===== config.mk =====
export PLATFORM = sky130hd
export DESIGN_NAME = conv_stream_ctrl
export DESIGN_NICKNAME = d
export VERILOG_FILES = /design/src/rtl/conv_stream_ctrl.sv
export SDC_FILE = /design/constraint.sdc
export NUM_CORES = 1
export LEC_CHECK = 0
export CAP_MARGIN = 20
export CORE_AREA = 2 2 132 134
export CTS_CLUSTER_DIAMETER = 30
export CTS_CLUSTER_SIZE = 40
export DETAILED_ROUTE_END_ITERATION = 8
export DIE_AREA = 0 0 134 136
export PLACE_DENSITY = 0.8
export SLEW_MARGIN = 20
export SYNTH_ARGS = -nofsm -noshare
export SYNTH_HDL_FRONTEND = slang
export SYNTH_SLANG_ARGS = --single-unit

===== constraint.sdc =====
create_clock -name clk -period 4.8 [get_ports clk]
set_input_delay 1.2 -clock clk [delete_from_list [all_inputs] [get_ports clk]]
set_output_delay 1.2 -clock clk [all_outputs]
set_load 0.01 [all_outputs]

===== src/rtl/conv_stream_ctrl.sv =====
// Frame controller for a 2x2 streaming convolution datapath: buffers one image,
// loads the kernel, replays the pixels gap-free and queues results for downstream.
//
// Handshakes: a transfer happens on a rising edge where valid and ready are both 1.
// Upstream pix_valid may toggle freely; pix_ready depends only on state. Downstream
// res_valid never drops and res_data/res_last never change until the word is taken.
module conv_stream_ctrl #(
    parameter int dataSize  = 8,
    parameter int IMG_WIDTH = 3,
    parameter int TIMEOUT   = 64,
    localparam int NPIX  = IMG_WIDTH * IMG_WIDTH,
    localparam int NRES  = (IMG_WIDTH - 1) * (IMG_WIDTH - 1),
    localparam int RES_W = 2 * dataSize + 5
) (
    input  logic                clk,
    input  logic                rst,
    input  logic                start,
    input  logic [dataSize-1:0] cfg_w1,
    input  logic [dataSize-1:0] cfg_w2,
    input  logic [dataSize-1:0] cfg_w3,
    input  logic [dataSize-1:0] cfg_w4,
    input  logic                pix_valid,
    output logic                pix_ready,
    input  logic [dataSize-1:0] pix_data,
    output logic [dataSize-1:0] dp_pixel,
    output logic [dataSize-1:0] dp_w1,
    output logic [dataSize-1:0] dp_w2,
    output logic [dataSize-1:0] dp_w3,
    output logic [dataSize-1:0] dp_w4,
    output logic                dp_kernel_load_valid,
    input  logic                dp_window_valid,
    input  logic [RES_W-1:0]    dp_result,
    output logic                res_valid,
    input  logic                res_ready,
    output logic [RES_W-1:0]    res_data,
    output logic                res_last,
    output logic                busy,
    output logic                done,
    output logic                err,
    output logic [2:0]          state_dbg
);

    typedef enum logic [2:0] {
        IDLE   = 3'd0,
        FILL   = 3'd1,
        KLOAD  = 3'd2,
        STREAM = 3'd3,
        DRAIN  = 3'd4,
        FLUSH  = 3'd5
    } state_t;

    localparam int PIX_CW = $clog2(NPIX + 1);
    localparam int PIX_IW = $clog2(NPIX);
    localparam int RES_CW = $clog2(NRES + 1);
    localparam int PTR_W  = (NRES > 1) ? $clog2(NRES) : 1;
    localparam int TO_W   = $clog2(TIMEOUT + 1);

    state_t state, state_nxt;

    logic [PIX_CW-1:0]   wr_cnt;
    logic [PIX_CW-1:0]   rd_cnt;
    logic [RES_CW-1:0]   res_cnt;
    logic [TO_W-1:0]     drain_cnt;
    logic [dataSize-1:0] pix_buf [NPIX];

    logic [RES_W-1:0]    fifo_data [NRES];
    logic                fifo_last [NRES];
    logic [PTR_W-1:0]    wr_ptr;
    logic [PTR_W-1:0]    rd_ptr;
    logic [RES_CW-1:0]   fifo_cnt;

    logic start_acc;
    logic pix_xfer;
    logic in_collect;
    logic res_full;
    logic fifo_full;
    logic push;
    logic pop;
    logic drop;
    logic timeout_hit;
    logic fill_last;
    logic stream_last;

    function automatic logic [PTR_W-1:0] ptr_inc(input logic [PTR_W-1:0] p);
        return (p == PTR_W'(NRES - 1)) ? '0 : p + 1'b1;
    endfunction

    assign start_acc   = (state == IDLE) && start;
    assign pix_xfer    = pix_valid && pix_ready;
    assign in_collect  = (state == STREAM) || (state == DRAIN);
    assign res_full    = (res_cnt == RES_CW'(NRES));
    assign fifo_full   = (fifo_cnt == RES_CW'(NRES));
    assign pop         = res_valid && res_ready;
    assign fill_last   = pix_xfer && (wr_cnt == PIX_CW'(NPIX - 1));
    assign stream_last = (rd_cnt == PIX_CW'(NPIX - 1));

    // A strobe is only accepted while a frame is collecting and still owes results;
    // anything else is a protocol violation by the datapath and is flagged.
    assign push = dp_window_valid && in_collect && !res_full && (!fifo_full || pop);
    assign drop = dp_window_valid && !push;

    assign timeout_hit = (state == DRAIN) && !res_full &&
                         (drain_cnt == TO_W'(TIMEOUT - 1));

    always_comb begin
        state_nxt = state;
        case (state)
            IDLE:    if (start) state_nxt = FILL;
            FILL:    if (fill_last) state_nxt = KLOAD;
            KLOAD:   state_nxt = STREAM;
            STREAM:  if (stream_last) state_nxt = DRAIN;
            DRAIN:   if (res_full || timeout_hit) state_nxt = FLUSH;
            FLUSH:   if (fifo_cnt == '0) state_nxt = IDLE;
            default: state_nxt = IDLE;
        endcase
    end

    assign pix_ready            = (state == FILL);
    assign dp_kernel_load_valid = (state == KLOAD);
    assign dp_pixel             = (state == STREAM) ? pix_buf[rd_cnt[PIX_IW-1:0]] : '0;
    assign busy                 = (state != IDLE);
    assign done                 = (state == FLUSH) && (fifo_cnt == '0);
    assign res_valid            = (fifo_cnt != '0);
    assign res_data             = res_valid ? fifo_data[rd_ptr] : '0;
    assign res_last             = res_valid && fifo_last[rd_ptr];
    assign state_dbg            = state;

    always_ff @(posedge clk or negedge rst) begin
        if (!rst) begin
            state     <= IDLE;
            wr_cnt    <= '0;
            rd_cnt    <= '0;
            res_cnt   <= '0;
            drain_cnt <= '0;
            wr_ptr    <= '0;
            rd_ptr    <= '0;
            fifo_cnt  <= '0;
            err       <= 1'b0;
            dp_w1     <= '0;
            dp_w2     <= '0;
            dp_w3     <= '0;
            dp_w4     <= '0;
        end else begin
            state <= state_nxt;

            if (start_acc) begin
                dp_w1   <= cfg_w1;
                dp_w2   <= cfg_w2;
                dp_w3   <= cfg_w3;
                dp_w4   <= cfg_w4;
                wr_cnt  <= '0;
                rd_cnt  <= '0;
                res_cnt <= '0;
            end else if (push) begin
                res_cnt <= res_cnt + 1'b1;
            end

            if (pix_xfer) begin
                wr_cnt <= fill_last ? '0 : wr_cnt + 1'b1;
            end

            if (state == STREAM) begin
                rd_cnt <= stream_last ? '0 : rd_cnt + 1'b1;
            end

            drain_cnt <= (state == DRAIN) ? drain_cnt + 1'b1 : '0;

            if (push) wr_ptr <= ptr_inc(wr_ptr);
            if (pop)  rd_ptr <= ptr_inc(rd_ptr);

            case ({push, pop})
                2'b10:   fifo_cnt <= fifo_cnt + 1'b1;
                2'b01:   fifo_cnt <= fifo_cnt - 1'b1;
                default: fifo_cnt <= fifo_cnt;
            endcase

            // A fault in the same cycle as an accepted start still belongs on record.
            if (drop || timeout_hit) begin
                err <= 1'b1;
            end else if (start_acc) begin
                err <= 1'b0;
            end
        end
    end

    // Storage arrays carry no reset; pointers and counters qualify every read.
    always_ff @(posedge clk) begin
        if (pix_xfer) begin
            pix_buf[wr_cnt[PIX_IW-1:0]] <= pix_data;
        end
        if (push) begin
            fifo_data[wr_ptr] <= dp_result;
            fifo_last[wr_ptr] <= (res_cnt == RES_CW'(NRES - 1));
        end
    end

endmodule


Word-level counts from Yosys, hierarchy flattened
Memories as Yosys holds them, arrays and structs flattened.
Cells that the tools add are included.
{ "op_classes": {"addsub": 8, "n_eq_ne": 20, "muxes": 25, "n_reduce_logical": 29} }
{ "op_table": {"columns": ["operator", "n"], "rows": [
  ["21-bit two-way mux", 1],
  ["3-bit two-way mux", 7],
  ["4-bit two-way mux", 5],
  ["3-bit one-hot mux with 6 select lines", 1],
  ["3-bit == test (second input constant)", 4],
  ["1-bit logical AND", 12],
  ["2-bit nonzero test", 5],
  ["3-bit by 2-bit == test with 1-bit output (second input constant)", 3],
  ["4-bit by 1-bit adder with 4-bit output (second input constant)", 2],
  ["4-bit == test (second input constant)", 2],
  ["8-bit two-way mux", 1],
  ["7-bit by 1-bit adder with 7-bit output (second input constant)", 1],
  ["7-bit by 6-bit == test with 1-bit output (second input constant)", 1],
  ["7-bit two-way mux", 1],
  ["3-bit by 1-bit adder with 3-bit output (second input constant)", 2],
  ["2-bit == test (second input constant)", 3],
  ["3-bit logical NOT", 2],
  ["1-bit two-way mux", 6],
  ["2-bit inequality test (second input constant)", 3],
  ["3-bit one-hot mux with 2 select lines", 1],
  ["3-bit nonzero test", 2],
  ["5-bit AND reduction", 1],
  ["2-bit by 1-bit adder with 2-bit output (second input constant)", 2],
  ["1-bit logical OR", 4],
  ["6 further kinds", 10]
]} }
{ "totals": {"reg_bits": 61, "ramBits": 160, "in_bits": 67, "output_inout_bits": 71, "word_cells": 98, "mem_count": 3} }
{ "memory_table": {"columns": ["memory", "depth", "word_bits", "rd", "rd_clocked_by_memory_dff", "wr", "line_no", "source"], "rows": [
  ["fifo_data", 4, 21, 1, 0, 1, "66", "logic [RES_W-1:0] fifo_data [NRES];"],
  ["pix_buf", 9, 8, 1, 0, 1, "64", "logic [dataSize-1:0] pix_buf [NPIX];"],
  ["fifo_last", 4, 1, 1, 0, 1, "67", "logic fifo_last [NRES];"]
]} }

Longest topological paths before layout
Gate-level depths: netlist of run 1.
{ "logic_depth": {"word_depth": 9, "mapped_depth": 11, "mapped_depth_nobuf": 10} }

Worst setup path before layout of run 1
OpenSTA, ideal clock, no wires.
{ "synth_path": {"path_kind": "reg2out", "start": "register rd_ptr[0]", "end": "output res_data[10]", "arrival_time_ns": 1.521, "required_time_ns": 3.600, "path_slack_ns": 2.079, "path_stages_with_launch": 5, "path_buffers": 2, "cell_sequence": "dfrtp_1 buf_2 buf_2 mux4_2 and2_1"} }
{ "synth_via": {"elab_chain_len": 2} }
{ "synth_lines": {"columns": ["item", "line_no", "source"], "rows": [
  ["start, declared", "69", "logic [PTR_W-1:0] rd_ptr;"],
  ["start signal, assigned", "169", "if (pop) rd_ptr <= ptr_inc(rd_ptr);"],
  ["memory read 4 x 21 bit", null, null],
  ["21-bit two-way mux", "124", "assign res_data = res_valid ? fifo_data[rd_ptr] : '0;"],
  ["end, declared", "35", "output logic [RES_W-1:0] res_data,"]
]} }
Every way passes these cells.

Worst setup path in the final report of run 1
{ "layout_path": {"start": "register fifo_cnt[0]", "end": "output done"} }
{ "layout_via": {"elab_chain_len": 2} }
{ "layout_lines": {"columns": ["item", "line_no", "source"], "rows": [
  ["start, declared", "70", "logic [RES_CW-1:0] fifo_cnt;"],
  ["start signal, assigned", "172", "2'b10: fifo_cnt <= fifo_cnt + 1'b1;"],
  ["start signal, assigned", "173", "2'b01: fifo_cnt <= fifo_cnt - 1'b1;"],
  ["start signal, assigned", "174", "default: fifo_cnt <= fifo_cnt;"],
  ["3-bit logical NOT", "122", "assign done = (state == FLUSH) && (fifo_cnt == '0);"],
  ["1-bit logical AND", "122", null],
  ["end, declared", "38", "output logic done,"]
]} }
Every way passes these cells.

==> reports/qor.yml, run 1 <==
die_w_um: 134
cts_tree: "built"
tightest_slew_ps: 1070
synth.net_count: 680
grt_usage: 0.209
synth_area_per_cell_um2: 15.2
antenna_found_initial: 0
p_int_mw: 5.28
postCtsSetupBuffers: 0
setup.worst_path.end_class: "output port"
drc_errors: 0
drive_gt1_frac: 0.155
area_delta_synth_final_pct: 32.0
wl_um: 18600
clkSlewWorstSetupHoldPaths_ps: 50
hold_class: "reg2reg"
antennaDiodeCount: 0
hold_viol_final: 0
cts.htree.levels: 2
synth_seq_cells: 221
ff2ff_path_depth: 9
ys_seq_area_frac: 0.696
grt_pass1_vias: 5678
die-area_um2: 18200
detail-route-antenna-nets: 0
design.core.area_um2: 16900
p_total_mw: 7.41
cts_root_buf: "clkbuf_16"
rr_endpoint: "fifo_cnt[2]"
setup.worst_path.class: "reg2out"
ys_types: 47
ios: 138
hpwl_um: 11600
hold_depth: 2
clockBufferDepth: 3
synth_top_cell_by_area: "edfxtp_1"
cp_data_required_time_ps: 3600
maxSlewHeadroom: 0.288
rr_startpoint: "state_dbg[1]"
drt_pass1_iterations: 4
cp-start-kind: "flip-flop"
wire_per_inst_um: 18.4
switchingPower_mw: 2.13
synth_most_common_cell: "edfxtp_1"
synth_commonest_cells: "160 x edfxtp_1, 119 x nand2_1, 61 x dfrtp_1"
num_rows: 48
setup_tns_ps: 0
whs_ps: 468
vdd_drop_max_v: 0.000389
setup_viol: 0
final_net_count: 839
cts_made_buffers: 38
grt_max_degree: 62
die_y_um: 136
fmax_mhz: 244
overflow: 0
ys_warn_count: 0
final_util: 0.711
pwr-share-clk: 0.361
grt_pass1_wl_um: 29500
drv_cap: 0
pwr-share-comb: 0.280
drtIter0Drc: 350
synth_area_leaders: "edfxtp_1 53%, dfrtp_1 17%, mux4_2 9.4%"
ys_async_sr_fraction: 0.276
crit_fanout: 27
synth_edf_count: 160
finalCritPeriodShare: 0.854
whs_endpoint: "dp_w1[4]"
io_buffers: 137
powerDensity_nw_per_um2: 617
gp_congestion: 0.773
status: "finished, final reports clean"
period_needed_ps: 4100
seqPwrFrac: 0.360
synth_flop_cell: "edfxtp_1"
power.leakage_nw: 4.48
r2r_slack_ps: 1930
min_from: "dp_w1[4]"
cts_sinks: 221
skew_ps: 17.7
drt-vias-per-instance: 5.45
synth.top_cell.area_share: 0.528
slew_violations: 0
synthCells: 597
clk_latency_ps: 500
post_cts_resize_count: 0
worstPathArrival_ps: 2900
switching_share: 0.287
vias: 5505
synthesis.area_um2: 9090
rsz0062_at_grt: "false"
start_util: 0.539
cts_hold_buffers: 0
[placed cells by master (no fill, tap or decap), drive strengths merged, types with 3 or more instances in the layout]
cell type      synthesis  final
nand2                119    119
o21ai                 20     20
nor3                   6      6
o31ai                  3      3
dfrtp                 61     61
clkinvlp               0      4
buf                   15     11
mux4                  38     38
inv                   18     21
nor3b                  4      4
clkinv                 0     13
mux2                   5      5
or3                    4      4
clkdlybuf4s50          0    136
nand3                  4      4
bufinv                 0      4
a21oi                 16     16
nor2                  14     14
and2                  36     36
xnor2                  3      3
edfxtp               160    160
clkbuf                13     46
mux2i                 11     11
ha                    15     15
[registers in the layout, summed over array words and instances, names as in the netlist]
register,cells
dp_w4,8
dp_w1,8
fifo_last,4
dp_w3,8
rd_ptr,2
err,1
fifo_cnt,3
dp_w2,8
wr_ptr,2
state_dbg,3
pix_buf,72
rd_cnt,4
drain_cnt,7
wr_cnt,4
res_cnt,3
fifo_data,84
[power groups by stage]
stage	Sequential, mW	Combinational (mW)	Clock [mW]
global route	2.71	2.26	2.80
floorplan	2.61	1.21	0
finish	2.66	2.07	2.67
global placement	2.67	2.02	0
detailed placement	2.70	2.08	0
CTS	2.67	2.10	2.71
[routing by layer]
layer,GRT usage,wire length [um],vias to the layer above
met4,0.0561,303,0
met1,0.262,7510,2755
met2,0.368,9650,184
li1,-,-,2531
met3,0.0511,1120,35
met5,0,0,-
[through the flow]
stage	area (um^2)	worst slack, ps	instances
3_5_place_dp	10700	1230	941
6_report	12000	701	1011
3_3_place_gp	10700	1280	941
4_1_cts	12000	679	1011
5_1_grt	12000	561	1011
2_1_floorplan	9090	2080	597
[critical path, stage by stage, from the launching register on]
cell,delay (ps)
dfrtp_1,470
or3_1,780
nor4b_1,530
clkdlybuf4s50_1,620
[layout make-up]
class	count	area (um^2)
Clock buffer	46	1040
Clock inverter	24	255
Fill cell	1081	4870
Inverter	18	67.6
Multi-Input combinational cell	330	2580
Sequential cell	221	6330
Tap cell	225	282
Timing Repair Buffer	147	1440
[cell families (layout without fill, tap and decap cells)]
logic type                 after synthesis  count (layout)  share of synthesized area
muxes                                   54              54                      0.112
AOI/OAI and AO/OA                       55              55                     0.0392
and+or+nand+nor                        200             200                      0.103
xor gates and xnor gates                 5               5                    0.00482
buffers and inverters                   46             235                     0.0212
adders and majority gates               16              16                     0.0228
DFF                                    221             221                      0.696
[how the worst max path moves through the flow]
stage	startpoint	to	slack [ps]	cells after the start
2_1_floorplan	rd_ptr[0]	res_data[10]	2080	4
3_5_place_dp	fifo_cnt[0]	done	1230	3
3_3_place_gp	fifo_cnt[0]	done	1280	3
4_1_cts	fifo_cnt[0]	done	680	3
5_1_grt	fifo_cnt[0]	done	560	3
6_report	fifo_cnt[0]	done	700	3
No activity file was read; power rests on OpenSTA's default activity.
==> run 2: changes to the inputs <==
--- a/config.mk
+++ b/config.mk
@@ -6,12 +6,12 @@
 export NUM_CORES = 1
 export LEC_CHECK = 0
 export CAP_MARGIN = 20
-export CORE_AREA = 2 2 132 134
+export CORE_AREA = 2 2 133 135
 export CTS_CLUSTER_DIAMETER = 30
-export CTS_CLUSTER_SIZE = 40
+export CTS_CLUSTER_SIZE = 20
 export DETAILED_ROUTE_END_ITERATION = 8
-export DIE_AREA = 0 0 134 136
-export PLACE_DENSITY = 0.8
+export DIE_AREA = 0 0 135 137
+export PLACE_DENSITY = 0.79
 export SLEW_MARGIN = 20
 export SYNTH_ARGS = -nofsm -noshare
 export SYNTH_HDL_FRONTEND = slang
==> constraint.sdc (replaced) <==
create_clock -name clk -period 4.3 [get_ports clk]
set_input_delay 1.075 -clock clk [delete_from_list [all_inputs] [get_ports clk]]
set_output_delay 1.075 -clock clk [all_outputs]
set_load 0.01 [all_outputs]
==> run 2 against run 1 <==
Compared with the run above: critical path depth grew 2; non-clock buffer count is the same; wire length grew 2.9%; hold slack lost 2.9 ps; combinational power grew 15%; worst setup slack lost 350 ps; register-to-register slack lost 610 ps; clock power grew 10%; clock skew grew 11 ps; die area grew 1.5%; largest cell class unchanged; highest routed layer unchanged.
==> reports/qor.yml, run 2 (synthesis gave the netlist of run 1 again) <==
start_util: 0.533
ios: 138
hpwl_um: 11600
power.leakage_nw: 4.48
cts_hold_buffers: 0
vias: 5516
setup_tns_ps: 0
grt_max_degree: 37
rsz0062_at_grt: "false"
status: "finished, final reports clean"
worstPathArrival_ps: 2880
grt_usage: 0.212
final_net_count: 841
period_needed_ps: 3950
finalCritPeriodShare: 0.920
die_y_um: 137
cp_data_required_time_ps: 3220
setup_ws_ps: 346
hold_viol_final: 0
cts_sinks: 221
die_w_um: 135
design.core.area_um2: 17100
cts.htree.levels: 2
clockBufferDepth: 3
hold_depth: 1
fmax_mhz: 253
num_rows: 48
setup.worst_path.end_class: "output port"
rr_startpoint: "state_dbg[1]"
grt_pass1_wl_um: 30100
skew_ps: 28.9
whs_endpoint: "drain_cnt[0]"
setup_viol: 0
drt_pass1_iterations: 4
postCtsSetupBuffers: 0
antenna_found_initial: 0
wl_um: 19100
die-area_um2: 18500
ff2ff_path_depth: 8
drv_cap: 0
vdd_drop_max_v: 0.000485
tightest_slew_ps: 867
post_cts_resize_count: 0
hold_class: "reg2reg"
dpl_worst_slack_ps: 866
io_buffers: 137
wire_per_inst_um: 18.9
clk_latency_ps: 510
r2r_slack_ps: 1320
clkSlewWorstSetupHoldPaths_ps: 50
cp-start-kind: "flip-flop"
cts_made_buffers: 40
maxSlewHeadroom: 0.422
setup.worst_path.class: "reg2out"
cts_tree: "built"
gp_congestion: 0.809
drc_errors: 0
drtIter0Drc: 263
min_from: "drain_cnt[0]"
final_cell_mix: "160 x edfxtp_1, 136 x clkdlybuf4s50_1, 118 x nand2_1, 61 x dfrtp_1, 41 x clkbuf_16"
detail-route-antenna-nets: 0
drive_gt1_frac: 0.159
overflow: 0
grt_pass1_vias: 5850
antennaDiodeCount: 0
crit_fanout: 13
drt-vias-per-instance: 5.46
cts_root_buf: "clkbuf_16"
powerDensity_nw_per_um2: 688
area_delta_synth_final_pct: 31.9
slew_violations: 0
largest_reg_flops: 84
rr_endpoint: "fifo_cnt[2]"
regMostFlops: "fifo_data"
mostFrequentLayoutCell: "edfxtp_1"
run 2: cell count changes in the layout (fill, tap and decap cells not counted), moves of 2 or more:
cell       change
clkinv_2       +2
clkbuf_1       -2
clkbuf_8       +4
inv_8          +3
clkinv_4       -2
bufinv_16      -2
run 2: worst max-delay path by stage:
stage / start / slack (ps) / endpoint / cells after the start
global placement: fifo_cnt[0] / 890 / done / 3
CTS: rd_cnt[0] / 290 / dp_pixel[3] / 5
detailed placement: rd_cnt[0] / 870 / dp_pixel[3] / 5
global route: fifo_cnt[0] / 190 / done / 3
floorplan: rd_ptr[0] / 1700 / res_data[10] / 4
finish: rd_cnt[0] / 350 / dp_pixel[3] / 5
run 2: critical path, stage by stage (launching register included):
cell and delay [ps]:
dfrtp_1 700, buf_4 350, mux4_2 540, mux2i_1 170, a21oi_1 110, clkdlybuf4s50_1 520
run 2: per-layer routing:
metal,part of all wire,GRT usage,up-vias
li1,-,-,2527
met1,0.40,0.261,2736
met2,0.51,0.371,211
met3,0.070,0.0604,42
met4,0.020,0.0561,0
met5,0,0,-
run 2: cell type report:
| type | count | area (um^2) |
|---|---|---|
| clock buffer | 48 | 1090 |
| clock inverter | 22 | 201 |
| fill | 1110 | 5060 |
| inverter | 18 | 67.6 |
| multi-input combinational | 330 | 2580 |
| sequential | 221 | 6330 |
| tap | 225 | 282 |
| timing repair buffer | 147 | 1440 |
run 2: report_power, final:
part / internal, mW / switching, mW / total, mW
clock: 1.94 / 1.01 / 2.94
combinational: 1.27 / 1.11 / 2.38
sequential: 2.64 / 0.292 / 2.94
total: 5.85 / 2.41 / 8.26
run 2: stage by stage:
| stage | hold WS [ps] | power (mW) | cells | util | instance area (um^2) |
|---|---|---|---|---|---|
| after global routing | 495 | 8.68 | 1011 | 0.703 | 12000 |
| after detailed placement | 460 | 5.34 | 941 | 0.627 | 10700 |
| after CTS | 466 | 8.35 | 1011 | 0.703 | 12000 |
| after global placement | 444 | 5.23 | 941 | 0.627 | 10700 |
| final | 465 | 8.26 | 1011 | 0.703 | 12000 |
| after floorplan | 433 | 4.26 | 597 | - | 9090 |
==> run 3: changes to the inputs <==
--- a/config.mk
+++ b/config.mk
@@ -11,6 +11,7 @@
 export CTS_CLUSTER_SIZE = 20
 export DETAILED_ROUTE_END_ITERATION = 8
 export DIE_AREA = 0 0 135 137
+export HOLD_SLACK_MARGIN = 0.12
 export PLACE_DENSITY = 0.79
 export SLEW_MARGIN = 20
 export SYNTH_ARGS = -nofsm -noshare
==> constraint.sdc (replaced) <==
create_clock -name clk -period 3.8 [get_ports clk]
set_input_delay 0.95 -clock clk [delete_from_list [all_inputs] [get_ports clk]]
set_output_delay 0.95 -clock clk [all_outputs]
set_load 0.01 [all_outputs]
==> run 3 against run 2 <==
Compared with the run above: clock power increased by 18%; flip-flop and latch count did not move; wire length fell by 5.8%; global-route usage is 1.1 points lower; design area is 0.43% higher; register-to-register slack lost 380 ps; worst setup slack lost 230 ps; core utilization is 0.30 points higher.
==> reports/qor.yml, run 3 (synthesis gave the netlist of run 1 again) <==
final_area_um2: 12000
dp_cells: 944
drive_gt1_frac: 0.157
period_needed_ps: 3690
setup_tns_ps: 0
clkSlewWorstSetupHoldPaths_ps: 50
detail-route-antenna-nets: 0
cp-startpoint: "rd_cnt[1]"
skew_ps: 27.3
cp-start-kind: "flip-flop"
die_y_um: 137
cp_data_required_time_ps: 2850
setup_ws_ps: 114
drc_errors: 0
grt_usage: 0.200
ios: 138
grt_max_degree: 47
tightest_slew_ps: 1050
regMostFlops: "fifo_data"
fmax_mhz: 271
whs_ps: 438
worst_path_max_delay_cell: "dfrtp_1"
status: "finished, final reports clean"
postCtsSetupBuffers: 0
cpPeakStageDelay_ps: 880
dpl_cell_area_um2: 10700
crit_fanout: 19
die-area_um2: 18500
grt_pass1_wl_um: 28900
fin_cells: 1013
worstPathArrival_ps: 2740
final_cell_mix: "160 x edfxtp_1, 136 x clkdlybuf4s50_1, 119 x nand2_1, 61 x dfrtp_1, 39 x clkbuf_16"
maxSlewHeadroom: 0.302
post_cts_resize_count: 0
dpl_worst_slack_ps: 683
path_cells: "mux4_2, mux2i_1, a21oi_1, clkdlybuf4s50_1"
grt_pass1_vias: 5668
drt_pass1_iterations: 5
start_util: 0.533
io_buffers: 137
rr_startpoint: "state_dbg[1]"
clk_latency_ps: 510
wire_per_inst_um: 17.8
clockBufferDepth: 3
powerDensity_nw_per_um2: 785
cts_tree: "built"
antennaDiodeCount: 0
cts_sinks: 221
mostFrequentLayoutCell: "edfxtp_1"
hpwl_um: 11400
cts.htree.levels: 2
die_w_um: 135
hold_class: "in2async"
cts_root_buf: "clkbuf_16"
largest_reg_flops: 84
cts_hold_buffers: 0
finalCritPeriodShare: 0.970
antenna_found_initial: 0
hold_viol_final: 0
vdd_drop_max_v: 0.000494
drt-vias-per-instance: 5.41
rsz0062_at_grt: "false"
overflow: 0
cts_made_buffers: 39
wl_um: 18000
design.core.area_um2: 17100
setup_viol: 0
setup.worst_path.class: "reg2out"
final_util: 0.706
setup.worst_path.end_class: "output port"
num_rows: 48
p_total_mw: 9.46
area_delta_synth_final_pct: 32.5
vias: 5476
final_net_count: 843
drtIter0Drc: 347
slew_violations: 0
power.leakage_nw: 4.51
drv_cap: 0
gp_congestion: 0.790
-- run 3: path summary, 6_finish.rpt --
kind / to / slack [ps] / depth (start not counted)
max: dp_pixel[4] / 110 / 4
min: wr_cnt[1] / 440 / 1
max reg2reg: fifo_cnt[2] / 940 / 9
min reg2reg: drain_cnt[0] / 470 / 1
max in group asynchronous: dp_w1[4] / 2680 / 2
min in group clk: drain_cnt[0] / 470 / 1
-- run 3: metal layers --
| layer | GRT usage | vias to the layer above | routed length (um) |
|---|---|---|---|
| li1 | - | 2532 | - |
| met1 | 0.262 | 2703 | 7400 |
| met2 | 0.340 | 215 | 9050 |
| met3 | 0.0526 | 26 | 1340 |
| met4 | 0.0492 | 0 | 238 |
| met5 | 0 | - | 0 |
-- run 3: worst max-delay path, delay by kind of cell (launching register included) --
kind	cells	cell delay (ps)
mux	2	420
compound gates	1	320
flops	1	880
buf+inv	1	600
-- run 3: layout make-up --
cell class | instances | area (um^2)
Clock buffer | 47 | 1020
Clock inverter | 22 | 307
Fill cell | 1087 | 5010
Inverter | 18 | 67.6
Multi-Input combinational cell | 330 | 2580
Sequential cell | 221 | 6330
Tap cell | 225 | 282
Timing Repair Buffer | 150 | 1470
-- run 3: power by group --
group	switching, mW	leakage, nW	internal, mW
logic	1.21	1.64	1.45
registers	0.340	2.22	2.99
clock network	1.09	0.642	2.37
